--- src/rtl/regfile_sb_if.sv ---
// Bus between the decoder/execute stages and the scoreboarded register file.
// Master drives addresses, write data and reserves; slave returns read data and busy state.
interface regfile_sb_if #(
   parameter int DATA_W = 16,
   parameter int ADDR_W = 3
);
   localparam int DEPTH = 2 ** ADDR_W;

   logic [1:0]        write_en;
   logic [ADDR_W-1:0] write_addr_0;
   logic [DATA_W-1:0] write_data_0;
   logic [ADDR_W-1:0] write_addr_1;
   logic [DATA_W-1:0] write_data_1;
   logic [ADDR_W-1:0] read_addr_0;
   logic [ADDR_W-1:0] read_addr_1;
   logic [DATA_W-1:0] read_data_0;
   logic [DATA_W-1:0] read_data_1;
   logic              read_busy_0;
   logic              read_busy_1;
   logic              reserve_en;
   logic [ADDR_W-1:0] reserve_addr;
   logic [DEPTH-1:0]  busy_vec;

   modport master (
      output write_en, write_addr_0, write_data_0, write_addr_1, write_data_1,
      output read_addr_0, read_addr_1, reserve_en, reserve_addr,
      input  read_data_0, read_data_1, read_busy_0, read_busy_1, busy_vec
   );

   modport slave (
      input  write_en, write_addr_0, write_data_0, write_addr_1, write_data_1,
      input  read_addr_0, read_addr_1, reserve_en, reserve_addr,
      output read_data_0, read_data_1, read_busy_0, read_busy_1, busy_vec
   );
endinterface

--- src/rtl/regfile_sb.sv ---
// Dual-read/dual-write register file with optional zero register, optional
// write-to-read bypass and a per-register busy scoreboard for multi-cycle producers.
module regfile_sb #(
   parameter int DATA_W   = 16,
   parameter int ADDR_W   = 3,
   parameter int ZERO_REG = 0,
   parameter int BYPASS   = 1
) (
   input  logic        clk,
   input  logic        rst_n,
   regfile_sb_if.slave rf
);
   localparam int   DEPTH  = 2 ** ADDR_W;
   localparam logic ZR_EN  = (ZERO_REG != 0);
   localparam logic BYP_EN = (BYPASS != 0);

   logic [DATA_W-1:0] regs_q [DEPTH];
   logic [DATA_W-1:0] regs_d [DEPTH];
   logic [DEPTH-1:0]  busy_q;
   logic [DEPTH-1:0]  busy_d;
   logic [DEPTH-1:0]  wr0_hit_s;
   logic [DEPTH-1:0]  wr1_hit_s;
   logic [DEPTH-1:0]  rsv_hit_s;

   logic [ADDR_W-1:0] raddr_s [2];
   logic [DATA_W-1:0] rdata_s [2];
   logic              rbusy_s [2];
   logic              byp0_s  [2];
   logic              byp1_s  [2];
   logic              rzero_s [2];

   // Per-register target decode; a hardwired register 0 is never a write or reserve target.
   always_comb begin
      wr0_hit_s = {DEPTH{1'b0}};
      wr1_hit_s = {DEPTH{1'b0}};
      rsv_hit_s = {DEPTH{1'b0}};
      for (int i = 0; i < DEPTH; i++) begin
         wr0_hit_s[i] = rf.write_en[0] & (rf.write_addr_0 == ADDR_W'(i)) & ~(ZR_EN & (i == 0));
         wr1_hit_s[i] = rf.write_en[1] & (rf.write_addr_1 == ADDR_W'(i)) & ~(ZR_EN & (i == 0));
         rsv_hit_s[i] = rf.reserve_en  & (rf.reserve_addr == ADDR_W'(i)) & ~(ZR_EN & (i == 0));
      end
   end

   // Next state: port 1 beats port 0 on data, a reserve beats a writeback on busy.
   always_comb begin
      busy_d = {DEPTH{1'b0}};
      for (int i = 0; i < DEPTH; i++) begin
         regs_d[i] = wr1_hit_s[i] ? rf.write_data_1 :
                     (wr0_hit_s[i] ? rf.write_data_0 : regs_q[i]);
         busy_d[i] = rsv_hit_s[i] | (busy_q[i] & ~(wr0_hit_s[i] | wr1_hit_s[i]));
      end
   end

   // Register array and scoreboard state.
   always_ff @(posedge clk or negedge rst_n) begin
      if (!rst_n) begin
         for (int i = 0; i < DEPTH; i++) begin
            regs_q[i] <= {DATA_W{1'b0}};
         end
         busy_q <= {DEPTH{1'b0}};
      end else begin
         regs_q <= regs_d;
         busy_q <= busy_d;
      end
   end

   assign raddr_s[0] = rf.read_addr_0;
   assign raddr_s[1] = rf.read_addr_1;

   // Read ports: forwarded data also means the producer has landed, so busy is hidden.
   always_comb begin
      for (int k = 0; k < 2; k++) begin
         byp0_s[k]  = BYP_EN & rf.write_en[0] & (rf.write_addr_0 == raddr_s[k]);
         byp1_s[k]  = BYP_EN & rf.write_en[1] & (rf.write_addr_1 == raddr_s[k]);
         rzero_s[k] = ZR_EN & (raddr_s[k] == {ADDR_W{1'b0}});
         rdata_s[k] = (!rst_n || rzero_s[k]) ? {DATA_W{1'b0}} :
                      byp1_s[k] ? rf.write_data_1 :
                      byp0_s[k] ? rf.write_data_0 : regs_q[raddr_s[k]];
         rbusy_s[k] = (!rst_n || byp0_s[k] || byp1_s[k]) ? 1'b0 : busy_q[raddr_s[k]];
      end
   end

   assign rf.read_data_0 = rdata_s[0];
   assign rf.read_data_1 = rdata_s[1];
   assign rf.read_busy_0 = rbusy_s[0];
   assign rf.read_busy_1 = rbusy_s[1];
   assign rf.busy_vec    = busy_q;

endmodule

--- src/flat_wrapper.sv ---
// flat-port wrapper written by rule: the top's interface ports become plain ports
module regfile_sb_flat 
#(
   parameter int DATA_W   = 16,
   parameter int ADDR_W   = 3,
   parameter int ZERO_REG = 0,
   parameter int BYPASS   = 1
)
  (clk, rst_n, rf_write_en, rf_write_addr_0, rf_write_data_0, rf_write_addr_1, rf_write_data_1, rf_read_addr_0, rf_read_addr_1, rf_reserve_en, rf_reserve_addr, rf_read_data_0, rf_read_data_1, rf_read_busy_0, rf_read_busy_1, rf_busy_vec);
  regfile_sb_if #(.DATA_W(DATA_W), .ADDR_W(ADDR_W)) rf_i ();
  input  logic clk;
  input  logic rst_n;
  input wire logic [$bits(rf_i.write_en)-1:0] rf_write_en;
  input wire logic [$bits(rf_i.write_addr_0)-1:0] rf_write_addr_0;
  input wire logic [$bits(rf_i.write_data_0)-1:0] rf_write_data_0;
  input wire logic [$bits(rf_i.write_addr_1)-1:0] rf_write_addr_1;
  input wire logic [$bits(rf_i.write_data_1)-1:0] rf_write_data_1;
  input wire logic [$bits(rf_i.read_addr_0)-1:0] rf_read_addr_0;
  input wire logic [$bits(rf_i.read_addr_1)-1:0] rf_read_addr_1;
  input wire logic [$bits(rf_i.reserve_en)-1:0] rf_reserve_en;
  input wire logic [$bits(rf_i.reserve_addr)-1:0] rf_reserve_addr;
  output wire logic [$bits(rf_i.read_data_0)-1:0] rf_read_data_0;
  output wire logic [$bits(rf_i.read_data_1)-1:0] rf_read_data_1;
  output wire logic [$bits(rf_i.read_busy_0)-1:0] rf_read_busy_0;
  output wire logic [$bits(rf_i.read_busy_1)-1:0] rf_read_busy_1;
  output wire logic [$bits(rf_i.busy_vec)-1:0] rf_busy_vec;
  assign rf_i.write_en = rf_write_en;
  assign rf_i.write_addr_0 = rf_write_addr_0;
  assign rf_i.write_data_0 = rf_write_data_0;
  assign rf_i.write_addr_1 = rf_write_addr_1;
  assign rf_i.write_data_1 = rf_write_data_1;
  assign rf_i.read_addr_0 = rf_read_addr_0;
  assign rf_i.read_addr_1 = rf_read_addr_1;
  assign rf_i.reserve_en = rf_reserve_en;
  assign rf_i.reserve_addr = rf_reserve_addr;
  assign rf_read_data_0 = rf_i.read_data_0;
  assign rf_read_data_1 = rf_i.read_data_1;
  assign rf_read_busy_0 = rf_i.read_busy_0;
  assign rf_read_busy_1 = rf_i.read_busy_1;
  assign rf_busy_vec = rf_i.busy_vec;
  regfile_sb #(.DATA_W(DATA_W), .ADDR_W(ADDR_W), .ZERO_REG(ZERO_REG), .BYPASS(BYPASS)) u_core (.clk(clk), .rst_n(rst_n), .rf(rf_i));
endmodule
--- config.mk ---
export PLATFORM = sky130hd
export DESIGN_NAME = regfile_sb_flat
export DESIGN_NICKNAME = d
export VERILOG_FILES = /design/src/rtl/regfile_sb_if.sv /design/src/rtl/regfile_sb.sv /design/src/flat_wrapper.sv
export SDC_FILE = /design/constraint.sdc
export NUM_CORES = 1
export LEC_CHECK = 0
export ABC_AREA = 1
export CORE_ASPECT_RATIO = 1.25
export CORE_MARGIN = 3
export CORE_UTILIZATION = 50
export CTS_BUF_LIST = sky130_fd_sc_hd__clkbuf_4 sky130_fd_sc_hd__clkbuf_8
export DETAILED_ROUTE_END_ITERATION = 10
export GPL_ROUTABILITY_DRIVEN = 1
export PLACE_DENSITY = 0.71
export SYNTH_ARGS = -nofsm -noshare
export SYNTH_HDL_FRONTEND = slang
export SYNTH_SLANG_ARGS = --single-unit
--- constraint.sdc ---
create_clock -name clk -period 1.2 [get_ports clk]
set_input_delay 0.12 -clock clk [delete_from_list [all_inputs] [get_ports clk]]
set_output_delay 0.12 -clock clk [all_outputs]
set_load 0.02 [all_outputs]
; ---- Yosys cells after proc, flatten, opt, wreduce, memory -nomap -nowiden
; Cells that the tools add are included.
[totals]
reg_bits = 136
output_inout_bits = 42
[classes]
n_lt_le_gt_ge = 4
eq_ne = 25
mux = 34
bitwise_logic = 62
reduce_logical = 16
[ops]
columns = cell, n
row1 = 2-to-1 mux 16 bit, 26
row2 = binary-select mux 16 bit (select 3 bit), 2
row3 = AND 1 bit, 36
row4 = == test 3 bit (second input constant), 12
row5 = == test 3 x 2 -> 1 bit (second input constant), 6
row6 = bitwise OR 1 bit, 16
row7 = nonzero test 2 bit, 8
row8 = == test 3 bit, 4
row9 = == test 3 x 1 -> 1 bit (second input constant), 3
row10 = logical NOT 3 bit, 3
row11 = greater-or-equal comparator 4 bit (second input constant), 2
row12 = < comparator 3 x 4 -> 1 bit (second input constant), 2
row13 = inverter 1 bit, 8
row14 = inverter 3 -> 4 bit, 2
row15 = binary-select mux 1 bit (select 3 bit), 2
row16 = logical OR 1 bit, 4
row17 = 2-to-1 mux 1 bit, 4
row18 = logical NOT 1 bit, 1

; ---- Depth between registers and ports, before layout
; Gate-level depths: netlist of run 1.
[logic_depth]
ltp_word = 7
mapped_depth = 10

; ---- Least setup slack after synthesis of run 1
; OpenSTA, ideal clock, no wires.
[synth_timing]
path_type = input-to-output
start = input rf_read_addr_0[0]
end = output rf_read_busy_0
t_arrival_ps = 1313
t_required_ps = 1080
path_slack_ps = -233
stages = 9
path_cell_list = buf_2 > inv_2 > buf_4 > buf_2 > a21oi_1 > o21ai_0 > nand2_1 > nand2_1 > a21oi_1
[synth_between]
elab_chain_len = 5
elab_cells_between_ends = 9
cone_classes = eq/ne: 2 / mux: 3 / bitwise: 2 / reduce/logical: 2
[synth_rtl]
columns = item, line_no
row1 = from (decl), flat_wrapper.sv:18  ; input wire logic [$bits(rf_i.read_addr_0)-1:0] rf_read_addr_0;
row2 = == test 3 bit, regfile_sb.sv:73  ; byp0_s[k] = BYP_EN & rf.write_en[0] & (rf.write_addr_0 == raddr_s[k]);
row3 = AND 1 bit, regfile_sb.sv:73
row4 = logical OR 1 bit (2 in a row), regfile_sb.sv:79  ; rbusy_s[k] = (!rst_n || byp0_s[k] || byp1_s[k]) ? 1'b0 : busy_q[raddr_s[k]];
row5 = 2-to-1 mux 1 bit *, regfile_sb.sv:79
row6 = to (decl), flat_wrapper.sv:24  ; output wire logic [$bits(rf_i.read_busy_0)-1:0] rf_read_busy_0;
; Mark *: on every way between the ends. The rest lies on a longest branch, timed or not. The select of a mux whose other input is x is not followed.

; ---- Worst setup path after layout of run 1
[layout_timing]
start = register u_core.busy_q[2], in the netlist u_core.rf.busy_vec[2]
end = output rf_read_busy_0
[layout_between]
elab_chain_len = 3
[layout_rtl]
columns = item, line_no
row1 = from (decl), regfile_sb.sv:19  ; logic [DEPTH-1:0] busy_q;
row2 = from (signal assigned), regfile_sb.sv:60  ; busy_q <= {DEPTH{1'b0}};
row3 = from (signal assigned), regfile_sb.sv:63  ; busy_q <= busy_d;
row4 = binary-select mux 1 bit (select 3 bit), regfile_sb.sv:79
row5 = 2-to-1 mux 1 bit (not written as such), regfile_sb.sv:79
row6 = 2-to-1 mux 1 bit, regfile_sb.sv:79
; Every way passes these cells. The select of a mux whose other input is x is not followed.

==> run metrics, run 1 <==
core outline area=19800 um2; remaining global-route overflow=0; count of input and output buffers=93; number of register bits inferred by synthesis=136; most instantiated cells after synthesis=nand2_1 (494), nand3_1 (255), inv_1 (190), dfrtp_1 (136), o21ai_0 (109); clock transition at the register clock pins on the worst setup and hold paths after CTS=0.09 ns; Simple-Gate Fraction of Synth Area=35.2%; run status=finished, violations left; post-route clock period utilization=146%; Critical Setup Path Class=reg -> out; maximum buffer depth of the clock tree=2; end-of-flow core utilization=76.9%; number of enable-type register cells in the synthesized netlist=0; number of setup violations in the final report=42; Relative slew margins=44.7%; post-detailed-route via-to-cell ratio=6.29; overall routed net length=50.2 mm; Chip Height=166 um; Crit path arrival time=1.63 ns; Sinks on Clock Net=136; number of DRC markers after the initial detailed-route iteration=2098; DRC=0; drt pass-1 iters=7; number of distinct library cell variants in the gate-level netlist after synthesis=28; synthesized area=10200 um2; count leader, synth=nand2_1; WP data required=1.08 ns; number of antenna violations at the first check in global routing=1; estimated wirelength of the detail-placed design=33.4 mm; maximum fanout count along the critical path=2; RSZ-0062 raised after global routing=yes; Least-Margin Pin Slew=0.826 ns; synthesis warning total=0; clock skew=0 ns; Synth-to-Final Area Change=48.6%; leakage power figure=0.00738 uW; complex-gate fraction of the synthesized area=17.8%; number of nets with antenna violations after routing=0; clock tree from TritonCTS=built; Area after DPL=13400 um2; DR WL met2=21.6 mm; Post-Synth Adder-Cell Area=0%; Layout fillers=1465; final instance area=15200 um2; kind of start point of the critical path=flop; Clk Latency, worst-skew pair=0.47 ns; nature of the critical path endpoint=output port; average size of a mapped cell=6.29 um2; power per cell area=1190 nW/um2; FF-to-FF path depth=5; number of global-route vias before repair=12.6k; top cell type by total area after synthesis=dfrtp_1; Met3 Routed Length=7.27 mm; cts bufs inserted=17; overall via count from detail_route=13.7k; routed length on met1=17.4 mm; max capacitance violation total=0; top cells by area, synth=dfrtp_1 (33%), nand2_1 (18%), nand3_1 (12%); Tmin final=1.75 ns; Final Max Slew Viols=0; post-synthesis sequential area ratio=33.3%; Routability Congestion=1.04; die width=134 um; effective utilization at floorplan=51.8%; largest family of logic cells by synthesized area=simple AND/OR/NAND/NOR gates; Reg2Reg Launch Point=u_core.regs_q[1]; class of the most critical hold timing path=in -> async; global-route usage over all layers=43.1%; total number of placement rows=57; ratio of cells with drive above 1 in the final layout=32.0%; share of the synthesized area in the top cell type=33.3%; share of the synthesized netlist area taken by xor and xnor gates=0.0856%; IR drop worst, VDD=0.831 mV; Setup WS post-layout=-0.546 ns; multiplexer fraction of the synthesized cell area=0%; overall die area=22200 um2; Max Clk Rate=573 MHz; violated checks=negative setup slack; Highest Signal Layer=met4; global-route wire length before repair=73.5 mm; async set-reset flop share out of synthesis=100%; net count of the finished layout=1955; endpoint of the worst register-to-register path=u_core.regs_q[1]; cell count after synthesis=1626; Hold Worst Slack=0.0926 ns; prevailing post-synth register cell=dfrtp_1; final hold violations=0; pin count of the biggest net entering global routing=35; post-synthesis net count=1678; flop-to-flop setup slack=0.20 ns; Root Driver=clkbuf_8; H-tree levels=4; average wire per standard cell=23.0 um; count of boundary I/O pins=94
sequential cells by signal, summed over array words and instances (netlist names):
register and count:
u_core.regs_q 128, u_core.rf.busy_vec 8
logic make-up (layout without fill, tap and decap cells):
| kind of cell | Yosys count | in the layout |
|---|---|---|
| buf+inv | 336 | 626 |
| simple gates | 851 | 851 |
| flops | 136 | 136 |
| xor+xnor | 1 | 1 |
| compound gates | 302 | 302 |
| other cells | 0 | 1 |
how the worst max path moves through the flow:
stage	from	to	slack, ns	depth (start not counted)
CTS	u_core.regs_q[113]	rf_read_data_1[1]	-0.53	7
finish	u_core.rf.busy_vec[2]	rf_read_busy_0	-0.55	7
detailed placement	rf_read_addr_0[2]	rf_read_data_0[15]	-1.29	9
global placement	rf_read_addr_0[2]	rf_read_data_0[15]	-1.27	9
floorplan	rf_read_addr_0[0]	rf_read_busy_0	-0.04	8
global route	u_core.rf.busy_vec[2]	rf_read_busy_0	-0.63	7
critical path, stage by stage, from the launching register on:
cell and delay [ns]:
dfrtp_1 0.39, inv_2 0.06, a21oi_2 0.12, o21ai_1 0.08, nand2_1 0.11, nand2_4 0.08
a21oi_4 0.18, buf_6 0.14
cells in the final DEF, fill, tap and decap left out, drive strengths merged:
cell type,instances
xor2,1
clkinvlp,4
o22ai,67
diode,1
a21oi,42
nand3b,4
clkdlybuf4s15,4
o211ai,30
clkdlybuf4s50,36
dlymetal6s4s,1
clkinv,1
inv,208
buf,340
dlygate4sd3,8
bufinv,2
o21ai,124
dfrtp,136
o221ai,27
a31oi,12
nand3,255
nand2,503
nor2,89
clkbuf,21
dlygate4sd2,1
final cells by class:
class	instances	area, um2	area share [%]
Multi-Input combinational cell	1154	6460	42.5
Timing Repair Buffer	393	3830	25.2
Sequential cell	136	3400	22.4
Inverter	201	762	5.01
Tap cell	265	332	2.18
Clock buffer	18	241	1.59
Clock inverter	14	165	1.09
Antenna cell	1	2.50	0.0165
where the power goes:
group	switching, uW	internal, uW	total, uW
clock network	2270	1930	4200
logic	4040	3330	7370
registers	870	5570	6440
through the flow:
step	power [uW]	setup slack, ns	TNS (ns)	instances
final	18000	-0.546	-17.06	2182
after global routing	18700	-0.630	-19.50	2181
after CTS	17100	-0.528	-17.14	2152
after detailed placement	12500	-1.29	-132.00	2086
after global placement	12300	-1.27	-129.78	2086
after floorplan	9850	-0.0375	-0.350	1626
metal layers:
| metal | track usage (%) | vias to the layer above |
|---|---|---|
| met5 | 0 | - |
| met4 | 25.0 | 0 |
| met3 | 13.8 | 321 |
| met2 | 64.2 | 1239 |
| met1 | 54.8 | 6281 |
| li1 | - | 5875 |
timing repair:
| action | 4_1_cts | 5_1_grt |
|---|---|---|
| hold endpoints to repair | 123 | 0 |
| resized for setup | 395 | 97 |
| gates cloned | 3 | 2 |
| pin swaps | 78 | 56 |
| buffers inserted | 22 | 28 |
| endpoints found under the setup margin | 178 | 113 |
| hold buffers | 9 | 0 |
Power figures use the tool's default switching activity.
==> run 2: changes to the inputs <==
Settings changed: CORE_UTILIZATION 50 to 60, PLACE_DENSITY 0.71 to 0.9, SKIP_LAST_GASP set to 1.
==> run metrics, run 2 <==
number of enable-type register cells in the synthesized netlist=0 (unchanged); remaining global-route overflow=56; average size of a mapped cell=6.29 um2 (unchanged); multiplexer fraction of the synthesized cell area=0% (unchanged); most instantiated cells after synthesis=nand2_1 (494), nand3_1 (255), inv_1 (190), dfrtp_1 (136), o21ai_0 (109); H-tree levels=4 (unchanged); Sinks on Clock Net=136 (unchanged); die width=123 um (-8.3%); largest family of logic cells by synthesized area=simple AND/OR/NAND/NOR gates; top cell type by total area after synthesis=dfrtp_1; count leader, synth=nand2_1; estimated wirelength of the detail-placed design=32.8 mm (-1.9%); Simple-Gate Fraction of Synth Area=35.2% (unchanged); synthesized area=10200 um2 (unchanged); prevailing post-synth register cell=dfrtp_1; maximum buffer depth of the clock tree=2 (unchanged); Chip Height=152 um (-8.4%); Post-Synth Adder-Cell Area=0% (unchanged); Failed at=global routing; cts bufs inserted=17 (unchanged); tool error=[ERROR GRT-0116] Global routing finished with congestion. Check the congestion regions in the DRC Viewer.; count of boundary I/O pins=94 (unchanged); share of the synthesized area in the top cell type=33.3% (unchanged); share of the synthesized netlist area taken by xor and xnor gates=0.0856% (unchanged); run status=stopped before the end; Routability Congestion=1.09 (+4.5%); global-route usage over all layers=76.5%; synthesis warning total=0 (unchanged); global-route wire length before repair=110 mm; total number of placement rows=52 (-8.8%); top cells by area, synth=dfrtp_1 (33%), nand2_1 (18%), nand3_1 (12%); Root Driver=clkbuf_8; effective utilization at floorplan=62.1% (+10 points); complex-gate fraction of the synthesized area=17.8% (unchanged); number of distinct library cell variants in the gate-level netlist after synthesis=28 (unchanged); cell count after synthesis=1626 (unchanged); number of register bits inferred by synthesis=136 (unchanged); post-synthesis sequential area ratio=33.3% (unchanged); async set-reset flop share out of synthesis=100% (unchanged); count of input and output buffers=93 (unchanged); pin count of the biggest net entering global routing=41; number of global-route vias before repair=18.4k; post-synthesis net count=1678 (unchanged)
## run 2: cell counts after synthesis
No cell type changed its count.
## run 2: repair_timing
action                                  in CTS
pin swaps                                   92
buffers inserted                            39
hold buffers                                12
hold endpoints to repair                    97
endpoints found under the setup margin     178
cloned                                       6
gates resized for setup                    409
## run 2: logic make-up after synthesis
logic type / Yosys count
DFF: 136
and+or+nand+nor: 851
buffers and inverters: 336
xor gates and xnor gates: 1
AOI/OAI and AO/OA: 302
## run 2: per-layer routing
| layer | global-route usage, % | GRT overflow |
|---|---|---|
| met2 | 88.2 | 26 |
| met3 | 66.5 | 1 |
| met1 | 78.1 | 0 |
| met5 | 16.6 | 0 |
| met4 | 75.3 | 29 |
## run 2: through the flow
stage          std cells  cell area (um2)  util [%]  setup WS, ns  TNS [ns]
2_1_floorplan       1626            10700         -       -0.0375    -0.350
3_3_place_gp        2021            13200      80.1         -1.24   -124.07
3_5_place_dp        2021            13200      80.1         -1.30   -132.86
4_1_cts             2109            14800      89.7        -0.562    -17.37
==> run 3: changes to the inputs <==
Settings changed: CORE_ASPECT_RATIO 1.25 to not set, CORE_UTILIZATION 60 to 40, CTS_BUF_LIST sky130_fd_sc_hd__clkbuf_4 sky130_fd_sc_hd__clkbuf_8 to not set, PLACE_DENSITY 0.9 to not set, PLACE_DENSITY_LB_ADDON set to 0.15.
==> run metrics, run 3 (synthesized netlist as in run 1, its figures left out) <==
nature of the critical path endpoint=output port; non-filler instance count after layout=2305; Clk Latency, worst-skew pair=0.43 ns; core outline area=24700 um2; violated checks=negative setup slack; estimated wirelength of the detail-placed design=35.1 mm (+6.9%); Worst Path Buf+Inv=2; diodes inserted=0; net count of the finished layout=2020; global-route usage over all layers=34.9%; die width=166 um (+35%); Setup WS post-layout=-0.522 ns; Critical Setup Path Class=reg -> out; cts bufs inserted=17 (unchanged); Least-Margin Pin Slew=0.759 ns; Hold Worst Slack=0.0472 ns; DRC=0; clock transition at the register clock pins on the worst setup and hold paths after CTS=0.07 ns; average wire per standard cell=21.7 um; Critical Path Max Stage Delay=0.39 ns; clock tree from TritonCTS=built; Relative slew margins=49.2%; RSZ-0062 raised after global routing=yes; power per cell area=1230 nW/um2; post-detailed-route via-to-cell ratio=5.81; H-tree levels=4 (unchanged); overall routed net length=50.1 mm; leakage power figure=0.00774 uW; Most common cell on crit path=nand2_1; IR drop worst, VDD=0.933 mV; Layout fillers=2191; Sinks on Clock Net=136 (unchanged); slowest cell on the critical path=dfrtp_1; final hold violations=0; effective utilization at floorplan=41.3% (-21 points); number of DRC markers after the initial detailed-route iteration=1829; Tmin final=1.72 ns; kind of start point of the critical path=flop; worst-path cell chain=buf_4 -> nand2_1 -> nand3_1 -> nand2_1 -> nand2_1 -> nand3_2 -> a21oi_4 -> buf_6; flip-flop count of the largest register, all copies and words added=128; class of the most critical hold timing path=in -> async; max capacitance violation total=0; Crit path arrival time=1.60 ns; cell family contributing the most delay on the critical path=flip-flops; Synth-to-Final Area Change=55.5%; remaining global-route overflow=0; Root Driver=clkbuf_16; total number of placement rows=57 (+9.6%); count of input and output buffers=93 (unchanged); Final Max Slew Viols=0; Max Clk Rate=581 MHz; clock skew=0 ns; area of the multi-input gates=6460 um2; count of boundary I/O pins=94 (unchanged); pin count of the biggest net entering global routing=39; WP data required=1.08 ns; global-route wire length before repair=74.6 mm; overall via count from detail_route=13.4k; post-route clock period utilization=143%; maximum buffer depth of the clock tree=2 (unchanged); drt pass-1 iters=6; Chip Height=166 um (+9.2%); ratio of cells with drive above 1 in the final layout=34.7%; number of antenna violations at the first check in global routing=0; maximum fanout count along the critical path=2; overall die area=27500 um2; Register Area=3400 um2; top register by number of flip-flops=u_core.regs_q; number of setup violations in the final report=38; most frequent cells in the layout=nand2_1 (413), buf_4 (293), nand3_1 (192); placed insts=2210 (+9.4%); most frequent standard cell in the layout excluding fill and tap cells=nand2_1; number of nets with antenna violations after routing=0; number of global-route vias before repair=12.5k; Routability Congestion=1.03 (-5.5%); run status=finished, violations left
## run 3: through the flow
step	setup TNS, ns	area, um2	utilization, %	power (uW)	setup slack [ns]
after floorplan	-0.350	10700	-	9850	-0.0375
after global placement	-128.97	14000	56.7	12900	-1.24
after detailed placement	-132.67	14000	56.7	13000	-1.30
after CTS	-13.97	15500	62.4	19000	-0.501
after global routing	-16.63	15900	64.3	20500	-0.575
final	-14.19	15900	64.3	19600	-0.522
## run 3: area by class of cell
type / count / share of cell area, %
multi-input cells: 1154 / 40.6
repair buffers: 458 / 27.0
flip-flops and latches: 136 / 21.4
inverters: 201 / 4.85
clock buffers: 20 / 2.74
well taps: 324 / 2.55
clock inverters: 12 / 0.897
## run 3: repair_timing
| action | in CTS | in global routing |
|---|---|---|
| hold buffers | 8 | 0 |
| endpoints found under the hold margin | 102 | 0 |
| pin swaps | 105 | 67 |
| resized for setup | 417 | 80 |
| setup buffers | 30 | 25 |
| gates cloned | 2 | 2 |
| endpoints found under the setup margin | 178 | 112 |
## run 3: path summary, 6_finish.rpt
check                              startpoint                     to  slack [ns]  cells past startpoint
max in group asynchronous               rst_n      u_core.regs_q[49]        0.15                      4
setup reg to reg            u_core.regs_q[68]      u_core.regs_q[68]        0.15                      5
hold / removal                          rst_n      u_core.regs_q[88]        0.05                      4
hold reg to reg             u_core.regs_q[25]      u_core.regs_q[25]        0.56                      2
setup / recovery            u_core.regs_q[36]      rf_read_data_0[4]       -0.52                      8
min in group clk           rf_reserve_addr[1]  u_core.rf.busy_vec[7]        0.37                      3
## run 3: tightest hold or removal path, stage by stage
cell	delay [ns]
buf_6	0.09
buf_4	0.16
buf_12	0.13
buf_4	0.40
## run 3: metal layers
| metal | GRT usage [%] | vias up | routed length [um] |
|---|---|---|---|
| met5 | 0 | - | 0 |
| met4 | 14.2 | 0 | 2010 |
| met3 | 8.00 | 179 | 6720 |
| met2 | 53.0 | 978 | 21800 |
| met1 | 48.1 | 6233 | 19500 |
| li1 | - | 6010 | - |
## run 3: where the power goes
group	internal [uW]	switching (uW)
sequential	5580	816
combinational	3720	4110
clock	3100	2280
